**config.mk**
```make
export PLATFORM = sky130hd
export DESIGN_NAME = uart_rx_fifo
export DESIGN_NICKNAME = d
export VERILOG_FILES = /design/src/rtl/uart_rx_fifo.sv
export SDC_FILE = /design/constraint.sdc
export NUM_CORES = 1
export LEC_CHECK = 0
export BUFFER_PORTS_ARGS = -buffer_cell sky130_fd_sc_hd__buf_4
export CAP_MARGIN = 15
export CORE_MARGIN = 1
export CORE_UTILIZATION = 48
export CTS_CLUSTER_SIZE = 28
export DETAILED_ROUTE_END_ITERATION = 6
export PLACE_DENSITY = 0.66
export SLEW_MARGIN = 15
export SYNTH_ARGS = -nofsm -noshare
export SYNTH_HDL_FRONTEND = slang
export SYNTH_SLANG_ARGS = --single-unit
```
**constraint.sdc**
```tcl
create_clock -name clk -period 3.1 [get_ports clk]
set_clock_uncertainty 0.15 [all_clocks]
set_input_delay 0.465 -clock clk [delete_from_list [all_inputs] [get_ports clk]]
set_output_delay 0.465 -clock clk [all_outputs]
set_load 0.02 [all_outputs]
```
**src/rtl/uart_rx_fifo.sv**
```systemverilog
// UART receiver (8 data bits, LSB first, 1 stop) feeding a FIFO.
// Define UART_RX_PARITY_EN to expect an even-parity bit between data and stop.
module uart_rx_fifo #(
    parameter int unsigned CLKS_PER_BIT = 104,
    parameter int unsigned FIFO_DEPTH   = 16
) (
    input  logic       clk,
    input  logic       rst_n,
    input  logic       rx,
    input  logic       rd_ready,
    output logic       rd_valid,
    output logic [7:0] rd_data,
    output logic       frame_err,
    output logic       overrun,
    output logic       parity_err
);

    localparam int unsigned AW        = $clog2(FIFO_DEPTH);
    localparam logic [15:0] HALF_BIT  = 16'(CLKS_PER_BIT / 2);
    localparam logic [15:0] LAST_TICK = 16'(CLKS_PER_BIT - 1);
    localparam logic [AW:0] DEPTH_CNT = (AW + 1)'(FIFO_DEPTH);

    typedef enum logic [2:0] {
        IDLE,
        START,
        DATA,
`ifdef UART_RX_PARITY_EN
        PARITY,
`endif
        STOP
    } state_t;

    state_t      state;
    state_t      state_next;

    logic        rx_meta;
    logic        rx_sync;
    logic        rx_prev;
    logic [15:0] timer;
    logic [2:0]  bit_cnt;
    logic [7:0]  shift_reg;
    logic        sample_half;
    logic        sample_end;

    logic        push_req;
    logic        frame_err_d;
`ifdef UART_RX_PARITY_EN
    logic        parity_bad;
    logic        parity_err_d;
`endif

    logic [7:0]    mem [FIFO_DEPTH];
    logic [AW-1:0] wr_ptr;
    logic [AW-1:0] rd_ptr;
    logic [AW:0]   count;
    logic          full;
    logic          pop;
    logic          push_ok;
    logic          overrun_d;

    // rx_prev is a third stage used only for falling-edge detection
    always_ff @(posedge clk or negedge rst_n) begin
        if (!rst_n) begin
            rx_meta <= 1'b1;
            rx_sync <= 1'b1;
            rx_prev <= 1'b1;
        end else begin
            rx_meta <= rx;
            rx_sync <= rx_meta;
            rx_prev <= rx_sync;
        end
    end

    assign sample_half = (timer == HALF_BIT);
    assign sample_end  = (timer == LAST_TICK);

    always_ff @(posedge clk or negedge rst_n) begin
        if (!rst_n) begin
            state <= IDLE;
        end else begin
            state <= state_next;
        end
    end

    always_comb begin
        state_next = state;
        unique case (state)
            IDLE: begin
                if (rx_prev && !rx_sync) begin
                    state_next = START;
                end
            end
            START: begin
                if (sample_half) begin
                    state_next = rx_sync ? IDLE : DATA;
                end
            end
            DATA: begin
                if (sample_end && (bit_cnt == 3'd7)) begin
`ifdef UART_RX_PARITY_EN
                    state_next = PARITY;
`else
                    state_next = STOP;
`endif
                end
            end
`ifdef UART_RX_PARITY_EN
            PARITY: begin
                if (sample_end) begin
                    state_next = STOP;
                end
            end
`endif
            STOP: begin
                if (sample_end) begin
                    state_next = IDLE;
                end
            end
            default: state_next = IDLE;
        endcase
    end

    // Frame error outranks parity error; either one discards the byte
    always_comb begin
        push_req    = 1'b0;
        frame_err_d = 1'b0;
`ifdef UART_RX_PARITY_EN
        parity_err_d = 1'b0;
`endif
        if ((state == STOP) && sample_end) begin
            if (!rx_sync) begin
                frame_err_d = 1'b1;
`ifdef UART_RX_PARITY_EN
            end else if (parity_bad) begin
                parity_err_d = 1'b1;
`endif
            end else begin
                push_req = 1'b1;
            end
        end
    end

    always_ff @(posedge clk or negedge rst_n) begin
        if (!rst_n) begin
            timer     <= '0;
            bit_cnt   <= '0;
            shift_reg <= '0;
`ifdef UART_RX_PARITY_EN
            parity_bad <= 1'b0;
`endif
        end else begin
            unique case (state)
                IDLE: begin
                    timer   <= '0;
                    bit_cnt <= '0;
                end
                START: begin
                    timer <= sample_half ? '0 : timer + 16'd1;
                end
                DATA: begin
                    if (sample_end) begin
                        timer     <= '0;
                        shift_reg <= {rx_sync, shift_reg[7:1]};
                        bit_cnt   <= bit_cnt + 3'd1;
                    end else begin
                        timer <= timer + 16'd1;
                    end
                end
`ifdef UART_RX_PARITY_EN
                PARITY: begin
                    if (sample_end) begin
                        timer      <= '0;
                        parity_bad <= (rx_sync != (^shift_reg));
                    end else begin
                        timer <= timer + 16'd1;
                    end
                end
`endif
                STOP: begin
                    timer <= sample_end ? '0 : timer + 16'd1;
                end
                default: timer <= '0;
            endcase
        end
    end

    assign full      = (count == DEPTH_CNT);
    assign rd_valid  = (count != '0);
    assign pop       = rd_valid && rd_ready;
    assign push_ok   = push_req && (!full || pop);
    assign overrun_d = push_req && full && !pop;

    // Storage is not reset; the head is masked to zero while empty
    assign rd_data = rd_valid ? mem[rd_ptr] : '0;

    always_ff @(posedge clk) begin
        if (push_ok) begin
            mem[wr_ptr] <= shift_reg;
        end
    end

    always_ff @(posedge clk or negedge rst_n) begin
        if (!rst_n) begin
            wr_ptr <= '0;
            rd_ptr <= '0;
            count  <= '0;
        end else begin
            if (push_ok) begin
                wr_ptr <= wr_ptr + 1'b1;
            end
            if (pop) begin
                rd_ptr <= rd_ptr + 1'b1;
            end
            unique case ({push_ok, pop})
                2'b10:   count <= count + 1'b1;
                2'b01:   count <= count - 1'b1;
                default: count <= count;
            endcase
        end
    end

    always_ff @(posedge clk or negedge rst_n) begin
        if (!rst_n) begin
            frame_err <= 1'b0;
            overrun   <= 1'b0;
        end else begin
            frame_err <= frame_err_d;
            overrun   <= overrun_d;
        end
    end

`ifdef UART_RX_PARITY_EN
    always_ff @(posedge clk or negedge rst_n) begin
        if (!rst_n) begin
            parity_err <= 1'b0;
        end else begin
            parity_err <= parity_err_d;
        end
    end
`else
    assign parity_err = 1'b0;
`endif

endmodule

```
After elaboration in Yosys (flattened, before gate mapping)
Memory sizes are Yosys's and may differ from the RTL's.
Cells that the tools add are included.
{"block": "classes", "n_eq_ne": 14, "muxes": 19, "n_addsub": 6, "n_reduce_logical": 19}
{"operator": "$mux W16", "n": 2}
{"operator": "$pmux W16 S2", "n": 1}
{"operator": "$add A16 B1 Y16 const B", "n": 1}
{"operator": "$eq A16 B6 Y1 const B", "n": 1}
{"operator": "$eq A16 B7 Y1 const B", "n": 1}
{"operator": "$mux W3", "n": 5}
{"operator": "$pmux W3 S4", "n": 1}
{"operator": "$ne A2 B2 Y1 const B", "n": 5}
{"operator": "$pmux W5 S2", "n": 1}
{"operator": "$add A4 B1 Y4 const B", "n": 2}
{"operator": "$mux W8", "n": 1}
{"operator": "$logic_and A1 B1 Y1", "n": 7}
{"operator": "$eq A3 B2 Y1 const B", "n": 2}
{"operator": "$mux W1", "n": 6}
{"operator": "$pmux W3 S2", "n": 1}
{"operator": "$add A5 B1 Y5 const B", "n": 1}
{"operator": "$eq A5 B5 Y1 const B", "n": 1}
{"operator": "$reduce_bool A5 Y1", "n": 1}
{"operator": "$sub A5 B1 Y5 const B", "n": 1}
{"operator": "$reduce_and A2 Y1", "n": 2}
{"operator": "$reduce_and A4 Y1", "n": 1}
{"operator": "$reduce_bool A2 Y1", "n": 2}
{"operator": "$add A3 B1 Y3 const B", "n": 1}
{"operator": "$eq A3 B1 Y1 const B", "n": 1}
{"operator": "other kinds (8)", "n": 10}
{"block": "totals", "ff_bits": 48, "in_bits": 4, "n_memories": 1, "word_cells": 71, "output_inout_bits": 12, "ram_bits": 128}
{"name": "mem", "depth": 16, "width": 8, "rd": 1, "rd_ports_with_merged_regs": 0, "wr": 1, "line": "52", "text": "logic [7:0] mem [FIFO_DEPTH];"}

Logic depth before layout (Yosys ltp)
Gate-level depths: netlist of run 1.
{"block": "depth", "word_depth": 6, "ltp_mapped": 11, "depth_no_buf": 11}

Worst setup path after synthesis of run 1
Ideal clock, no wire load.
{"block": "synth_timing", "kind": "flip-flop to flip-flop", "from": "reg timer[0]", "to": "mem mem[0][0], enable pin", "stages_incl_launch_ff": 7, "setup_ns": 0.395, "t_required_ns": 2.555, "setup_slack_ns": 0.197, "t_arrival_ns": 2.358, "cell_sequence": "dfrtp_1 ha_1 and4b_1 nand4_4 or3_1 buf_4 nor4_1"}
{"block": "synth_via", "elab_chain_len": 6}
{"item": "from (decl)", "line": "39", "text": "logic [15:0] timer;"}
{"item": "from (signal assigned)", "line": "158", "text": "timer <= sample_half ? '0 : timer + 16'd1;"}
{"item": "from (signal assigned)", "line": "166", "text": "timer <= timer + 16'd1;"}
{"item": "from (signal assigned)", "line": "180", "text": "timer <= sample_end ? '0 : timer + 16'd1;"}
{"item": "$eq A16 B7 Y1", "line": "75", "text": "assign sample_end = (timer == LAST_TICK);"}
{"item": "$logic_and A1 B1 Y1", "line": "130", "text": "if ((state == STOP) && sample_end) begin"}
{"item": "$mux W1", "line": "130"}
{"item": "$logic_and A1 B1 Y1", "line": "190", "text": "assign push_ok = push_req && (!full || pop);"}
{"item": "$mux W1", "line": "197", "text": "if (push_ok) begin"}
{"item": "$mux W1 (implied by the code)", "line": "198", "text": "mem[wr_ptr] <= shift_reg;"}
{"item": "to (decl)", "line": "52"}
No other way between the ends.

Worst setup path in the final report of run 1
{"block": "layout_timing", "from": "reg rd_ptr[0]", "to": "out rd_data[1]"}
{"block": "layout_via", "elab_chain_len": 2}
{"item": "from (decl)", "line": "54", "text": "logic [AW-1:0] rd_ptr;"}
{"item": "from (signal assigned)", "line": "212", "text": "rd_ptr <= rd_ptr + 1'b1;"}
{"item": "$mem_v2 Z16 W8"}
{"item": "$mux W8", "line": "194", "text": "assign rd_data = rd_valid ? mem[rd_ptr] : '0;"}
{"item": "to (decl)", "line": "12", "text": "output logic [7:0] rd_data,"}
No other way between the ends.

==> impl_metrics.env, run 1 <==
export IMPL_yosysTopAreaCell="edfxtp_1"
export IMPL_core_um2=14700
export IMPL_dp_cells=628
export IMPL_cts_tree="yes"
export IMPL_grt_pass1_vias=3874
export IMPL_synthTopCellsByCount="edfxtp_1 (128), dfrtp_1 (44), mux4_2 (40)"
export IMPL_clk_latency_ns=0.43
export IMPL_drv_slew=0
export IMPL_critical_path_class="register to primary output"
export IMPL_worstMarginPinSlew_ns=0.652
export IMPL_die_w_um=126
export IMPL_powerDensity_nw_per_um2=742
export IMPL_yosysTopAreaCellShare_pct=52.5
export IMPL_synth_top_flop_cell="edfxtp_1"
export IMPL_largest_reg_flops=128
export IMPL_critPathMaxFanout=6
export IMPL_yosysUniqueCellTypes=49
export IMPL_grt_overflow=0
export IMPL_drive_above_1_share_pct=29.0
export IMPL_ys_ff_latch=175
export IMPL_area_growth_pct=16.5
export IMPL_synthesis_area_um2=7330
export IMPL_antenna_left=0
export IMPL_vias=3801
export IMPL_grtUsageTotal_pct=18.6
export IMPL_setup_viol=0
export IMPL_ir_drop_mv=0.398
export IMPL_relSlewSlack_pct=56.3
export IMPL_ys_warn_count=0
export IMPL_grt_pass1_wl_um=21500
export IMPL_grt_start_max_net_pins=48
export IMPL_antenna_found_initial=0
export IMPL_worstPathRequired_ns=2.48
export IMPL_slowest_delay_ns=0.54
export IMPL_nNetsFinal=484
export IMPL_fin_crit_ns=3.03
export IMPL_synth_seq_area_share_pct=68.6
export IMPL_routabilityCongestion=0.785
export IMPL_fin_crit_sh_pct=97.7
export IMPL_rows=44
export IMPL_first_iter_violations=233
export IMPL_cp_end_kind="primary output"
export IMPL_arrival_ns=2.41
export IMPL_async_reset_ff_share_pct=26.9
export IMPL_detail_route_first_pass_iterations=6
export IMPL_cts_sinks=175
export IMPL_instances_no_fill=666
export IMPL_via_per_inst=5.71
export IMPL_synth_area_leaders="edfxtp_1 (52%), dfrtp_1 (15%), mux4_2 (12%), ha_1 (1.9%), xnor2_1 (1.7%)"
export IMPL_clock_root_buffer="clkbuf_16"
export IMPL_rsz0062_at_grt="no"
export IMPL_final_util_pct=58.1
export IMPL_clock_fmax_mhz=330
export IMPL_clockBufferDepth=2
export IMPL_status="finished, violations left"
export IMPL_diodes=0
export IMPL_numCtsBuffers=17
export IMPL_crit_slowest_cell="mux4_2"
export IMPL_violations="design-rule violations"
export IMPL_path_clk_slew_ns=0.06
export IMPL_die_h_um=126
export IMPL_synth_edf_count=128
export IMPL_leakage_nw=3.29
export IMPL_routed_wl_um=13300
export IMPL_syn_num_nets=442
export IMPL_setup_worst_path_start_class="register"
export IMPL_final_design_area_no_fill_um2=8540
export IMPL_port_buffers=14
export IMPL_crit_chain="buf_12, buf_12, mux4_2, mux4_2, nor2b_4, buf_6"
export IMPL_finalSetupTns_ns=0
export IMPL_num_io_pins=16
export IMPL_hold_viol=0
export IMPL_drv_cap=0
export IMPL_postSynthCellCount=427
export IMPL_avgSynthCellArea_um2=17.2
export IMPL_post_drt_wl_per_cell_um=19.9
export IMPL_htree_levels=4
export IMPL_hp_class="register to register"
export IMPL_dp_hpwl_um=8470
export IMPL_synth_most_common_cell="edfxtp_1"
export IMPL_die_area_um2=15800
export IMPL_initial_core_util_pct=49.8
export IMPL_drc=1
export IMPL_place_area_um2=7760
[cell families after synthesis]
| kind of cell | count (synthesis) | synth area share, % |
|---|---|---|
| flops | 175 | 68.6 |
| simple gates | 103 | 8.21 |
| mux | 49 | 13.7 |
| buf+inv | 32 | 1.84 |
| compound gates | 31 | 2.77 |
| xor+xnor | 25 | 2.99 |
| fa+ha+maj | 11 | 1.88 |
| other cells | 1 | 0.0512 |
[power by group]
part	switching [W]	internal (W)
Combinational	0.000653	0.000855
Sequential	0.000177	0.00259
Clock	0.000874	0.00119
Total	0.00170	0.00463
[worst max-delay path: cells and delay by family (launching register included)]
family | cells | cell delay [ns]
buffers and inverters | 3 | 0.41
DFF | 1 | 0.37
muxes | 2 | 1.05
and+or+nand+nor | 1 | 0.15
[cells in the final DEF (no fill, tap or decap), drive strengths merged, types with 3 or more instances in the layout]
master	n
dfstp	3
inv	18
nor2	28
nor3	10
o21ai	13
buf	37
edfxtp	128
nor2b	9
nand2	15
dfrtp	44
clkinvlp	3
xnor2	14
clkbuf	19
mux4	40
ha	11
nand4	6
a21oi	7
nor4	6
mux2	9
xor2	11
clkinv	6
and3	8
nand3	9
[routing by layer]
metal	track usage (%)	vias to the layer above	share of wire (%)
met3	4.45	7	4.9
met1	25.3	1969	43
li1	-	1742	-
met5	0	-	0
met4	6.81	0	0.86
met2	29.2	83	51
[repair_timing]
action | CTS | global route
endpoints found under the setup margin | 1 | 5
gates resized for setup | 1 | 22
hold buffers | 2 | 0
setup buffers | 1 | 1
endpoints found under the hold margin | 45 | 0
cloned | 1 | 2
[cell type report]
type	instances	area [um2]
Inverter	14	52.6
Sequential cell	175	5020
Timing Repair Buffer	41	432
Clock buffer	17	425
Fill cell	1081	6160
Tap cell	184	230
Clock inverter	15	158
Multi-Input combinational cell	220	2210
[final timing paths]
kind,start,endpoint,slack [ns],cells after the start
min in group asynchronous,rst_n,rd_ptr[1],0.43,2
hold reg to reg,rx_meta,rx_sync,0.21,0
max in group asynchronous,rst_n,bit_cnt[2],1.93,2
setup / recovery,rd_ptr[0],rd_data[1],0.07,6
hold / removal,rx_meta,rx_sync,0.21,0
setup reg to reg,timer[0],count[4],0.21,11
[per-stage QoR]
| stage | worst slack [ns] | total power [W] | hold slack (ns) |
|---|---|---|---|
| floorplan | 0.197 | 0.00371 | 0.0194 |
| global placement | 0.323 | 0.00407 | 0.199 |
| detailed placement | 0.271 | 0.00408 | 0.197 |
| CTS | 0.0290 | 0.00624 | 0.211 |
| global route | 0.00325 | 0.00661 | 0.205 |
| finish | 0.0708 | 0.00634 | 0.207 |
Power figures use the tool's default switching activity.
==> inputs of run 2 (changes only) <==
--- a/config.mk
+++ b/config.mk
@@ -7,11 +7,14 @@
 export LEC_CHECK = 0
 export BUFFER_PORTS_ARGS = -buffer_cell sky130_fd_sc_hd__buf_4
 export CAP_MARGIN = 15
+export CELL_PAD_IN_SITES_DETAIL_PLACEMENT = 1
+export CELL_PAD_IN_SITES_GLOBAL_PLACEMENT = 1
 export CORE_MARGIN = 1
 export CORE_UTILIZATION = 48
+export CTS_BUF_LIST = sky130_fd_sc_hd__clkbuf_4 sky130_fd_sc_hd__clkbuf_8
 export CTS_CLUSTER_SIZE = 28
 export DETAILED_ROUTE_END_ITERATION = 6
-export PLACE_DENSITY = 0.66
+export PLACE_DENSITY_LB_ADDON = 0.1
 export SLEW_MARGIN = 15
 export SYNTH_ARGS = -nofsm -noshare
 export SYNTH_HDL_FRONTEND = slang
==> impl_metrics.env, run 2 (synthesis gave the netlist of run 1 again) <==
export IMPL_status="finished, violations left"
export IMPL_violations="design-rule violations"
export IMPL_final_design_area_no_fill_um2=8290
export IMPL_powerDensity_nw_per_um2=691
export IMPL_fin_crit_ns=3.09
export IMPL_grt_start_max_net_pins=48
export IMPL_num_io_pins=16
export IMPL_critPathMaxFanout=8
export IMPL_routabilityCongestion=0.804
export IMPL_cts_tree="yes"
export IMPL_die_w_um=126
export IMPL_grtUsageTotal_pct=20.3
export IMPL_rr_worst_depth=11
export IMPL_cp_end_kind="primary output"
export IMPL_area_growth_pct=13.1
export IMPL_initial_core_util_pct=49.8
export IMPL_hp_class="register to register"
export IMPL_port_buffers=14
export IMPL_reg2reg_setup_slack_ns=0.27
export IMPL_die_h_um=126
export IMPL_clk_latency_ns=0.45
export IMPL_arrival_ns=2.47
export IMPL_vias=3815
export IMPL_nNetsFinal=486
export IMPL_htree_levels=4
export IMPL_dp_cells=630
export IMPL_clockBufferDepth=2
export IMPL_holdPathEnd="rx_sync"
export IMPL_place_area_um2=7820
export IMPL_fin_crit_sh_pct=99.6
export IMPL_numCtsBuffers=17
export IMPL_diodes=0
export IMPL_core_um2=14700
export IMPL_r2r_end="count[4]"
export IMPL_post_drt_wl_per_cell_um=21.8
export IMPL_rr_startpoint="timer[0]"
export IMPL_drv_slew=0
export IMPL_dp_hpwl_um=9480
export IMPL_leakage_nw=3.20
export IMPL_die_area_um2=15800
export IMPL_ir_drop_mv=0.334
export IMPL_first_iter_violations=304
export IMPL_detail_route_first_pass_iterations=6
export IMPL_critical_path_class="register to primary output"
export IMPL_grt_pass1_vias=4077
export IMPL_nFillCells=1342
export IMPL_worstMarginPinSlew_ns=0.647
export IMPL_min_from="rx_meta"
export IMPL_largest_reg_flops=128
export IMPL_drive_above_1_share_pct=28.6
export IMPL_worstPathRequired_ns=2.48
export IMPL_path_clk_slew_ns=0.08
export IMPL_drv_cap=0
export IMPL_via_per_inst=5.72
export IMPL_setup_worst_path_start_class="register"
export IMPL_worst_hold_slack_ns=0.213
export IMPL_layout_commonest_cell="edfxtp_1"
export IMPL_drc=2
export IMPL_antenna_found_initial=0
export IMPL_relSlewSlack_pct=56.6
export IMPL_routed_wl_um=14600
export IMPL_antenna_left=0
export IMPL_instances_no_fill=667
export IMPL_rsz0062_at_grt="yes"
export IMPL_clock_fmax_mhz=324
export IMPL_layout_common_cells="edfxtp_1 (128), dfrtp_1 (43), mux4_2 (40), buf_4 (37), nor2_1 (28)"
export IMPL_hold_viol=0
export IMPL_grt_overflow=0
export IMPL_hold_path_depth=0
export IMPL_clock_root_buffer="clkbuf_8"
export IMPL_grt_pass1_wl_um=23200
export IMPL_cts_sinks=175
export IMPL_setup_viol=0
export IMPL_rows=44
-- run 2: changes by cell type in the layout (fill, tap and decap cells not counted), sizes merged --
| cell | change |
|---|---|
| clkbuf | +7 |
| inv | -4 |
| buf | +3 |
| clkinv | -3 |
| clkinvlp | -2 |
-- run 2: worst max-delay path, stage by stage, from the launching register on --
cell	delay, ns
dfrtp_2	0.43
buf_4	0.15
clkbuf_16	0.16
mux4_2	0.51
mux4_2	0.46
nor2b_1	0.14
buf_4	0.16
-- run 2: metrics by stage --
stage	utilization [%]	TNS (ns)	worst slack, ns	total power [W]
3_5_place_dp	53.2	0	0.238	0.00415
2_1_floorplan	-	0	0.197	0.00371
3_3_place_gp	53.2	0	0.351	0.00413
5_1_grt	56.4	-0.357	-0.0661	0.00599
6_report	56.4	0	0.0138	0.00573
4_1_cts	56.1	-0.00811	-0.00811	0.00573
-- run 2: worst max-delay path by stage --
| stage | startpoint | end | cells past startpoint |
|---|---|---|---|
| final | rd_ptr[0] | rd_data[1] | 6 |
| after global routing | rd_ptr[0] | rd_data[1] | 6 |
| after CTS | rd_ptr[0] | rd_data[4] | 5 |
| after detailed placement | timer[0] | count[4] | 11 |
| after global placement | timer[0] | count[4] | 11 |
| after floorplan | timer[0] | mem[0][0] | 6 |
-- run 2: power breakdown --
part | switching (W) | internal, W
clock network | 0.000761 | 0.000819
registers | 0.000156 | 0.00258
logic | 0.000670 | 0.000740
-- run 2: layout make-up --
class | count | area [um2] | area share (%)
clock inverter | 6 | 85.1 | 1.03
sequential | 175 | 5020 | 60.6
tap | 184 | 230 | 2.78
multi-input combinational | 220 | 2200 | 26.5
clock buffer | 25 | 313 | 3.77
timing repair buffer | 43 | 383 | 4.62
inverter | 14 | 52.6 | 0.634
-- run 2: layer usage --
layer	global-route usage, %	share of wire [%]	up-vias
met2	34.7	51	51
met1	25.8	44	2003
li1	-	-	1732
met4	8.68	2.3	0
met3	3.51	2.3	29
met5	0	0	-
-- run 2: repair_timing --
action | in CTS | in global routing
hold buffers | 2 | 0
cloned | 0 | 1
gates resized for setup | 0 | 1
endpoints found under the hold margin | 45 | 0
buffers inserted | 1 | 2
endpoints found under the setup margin | 8 | 8
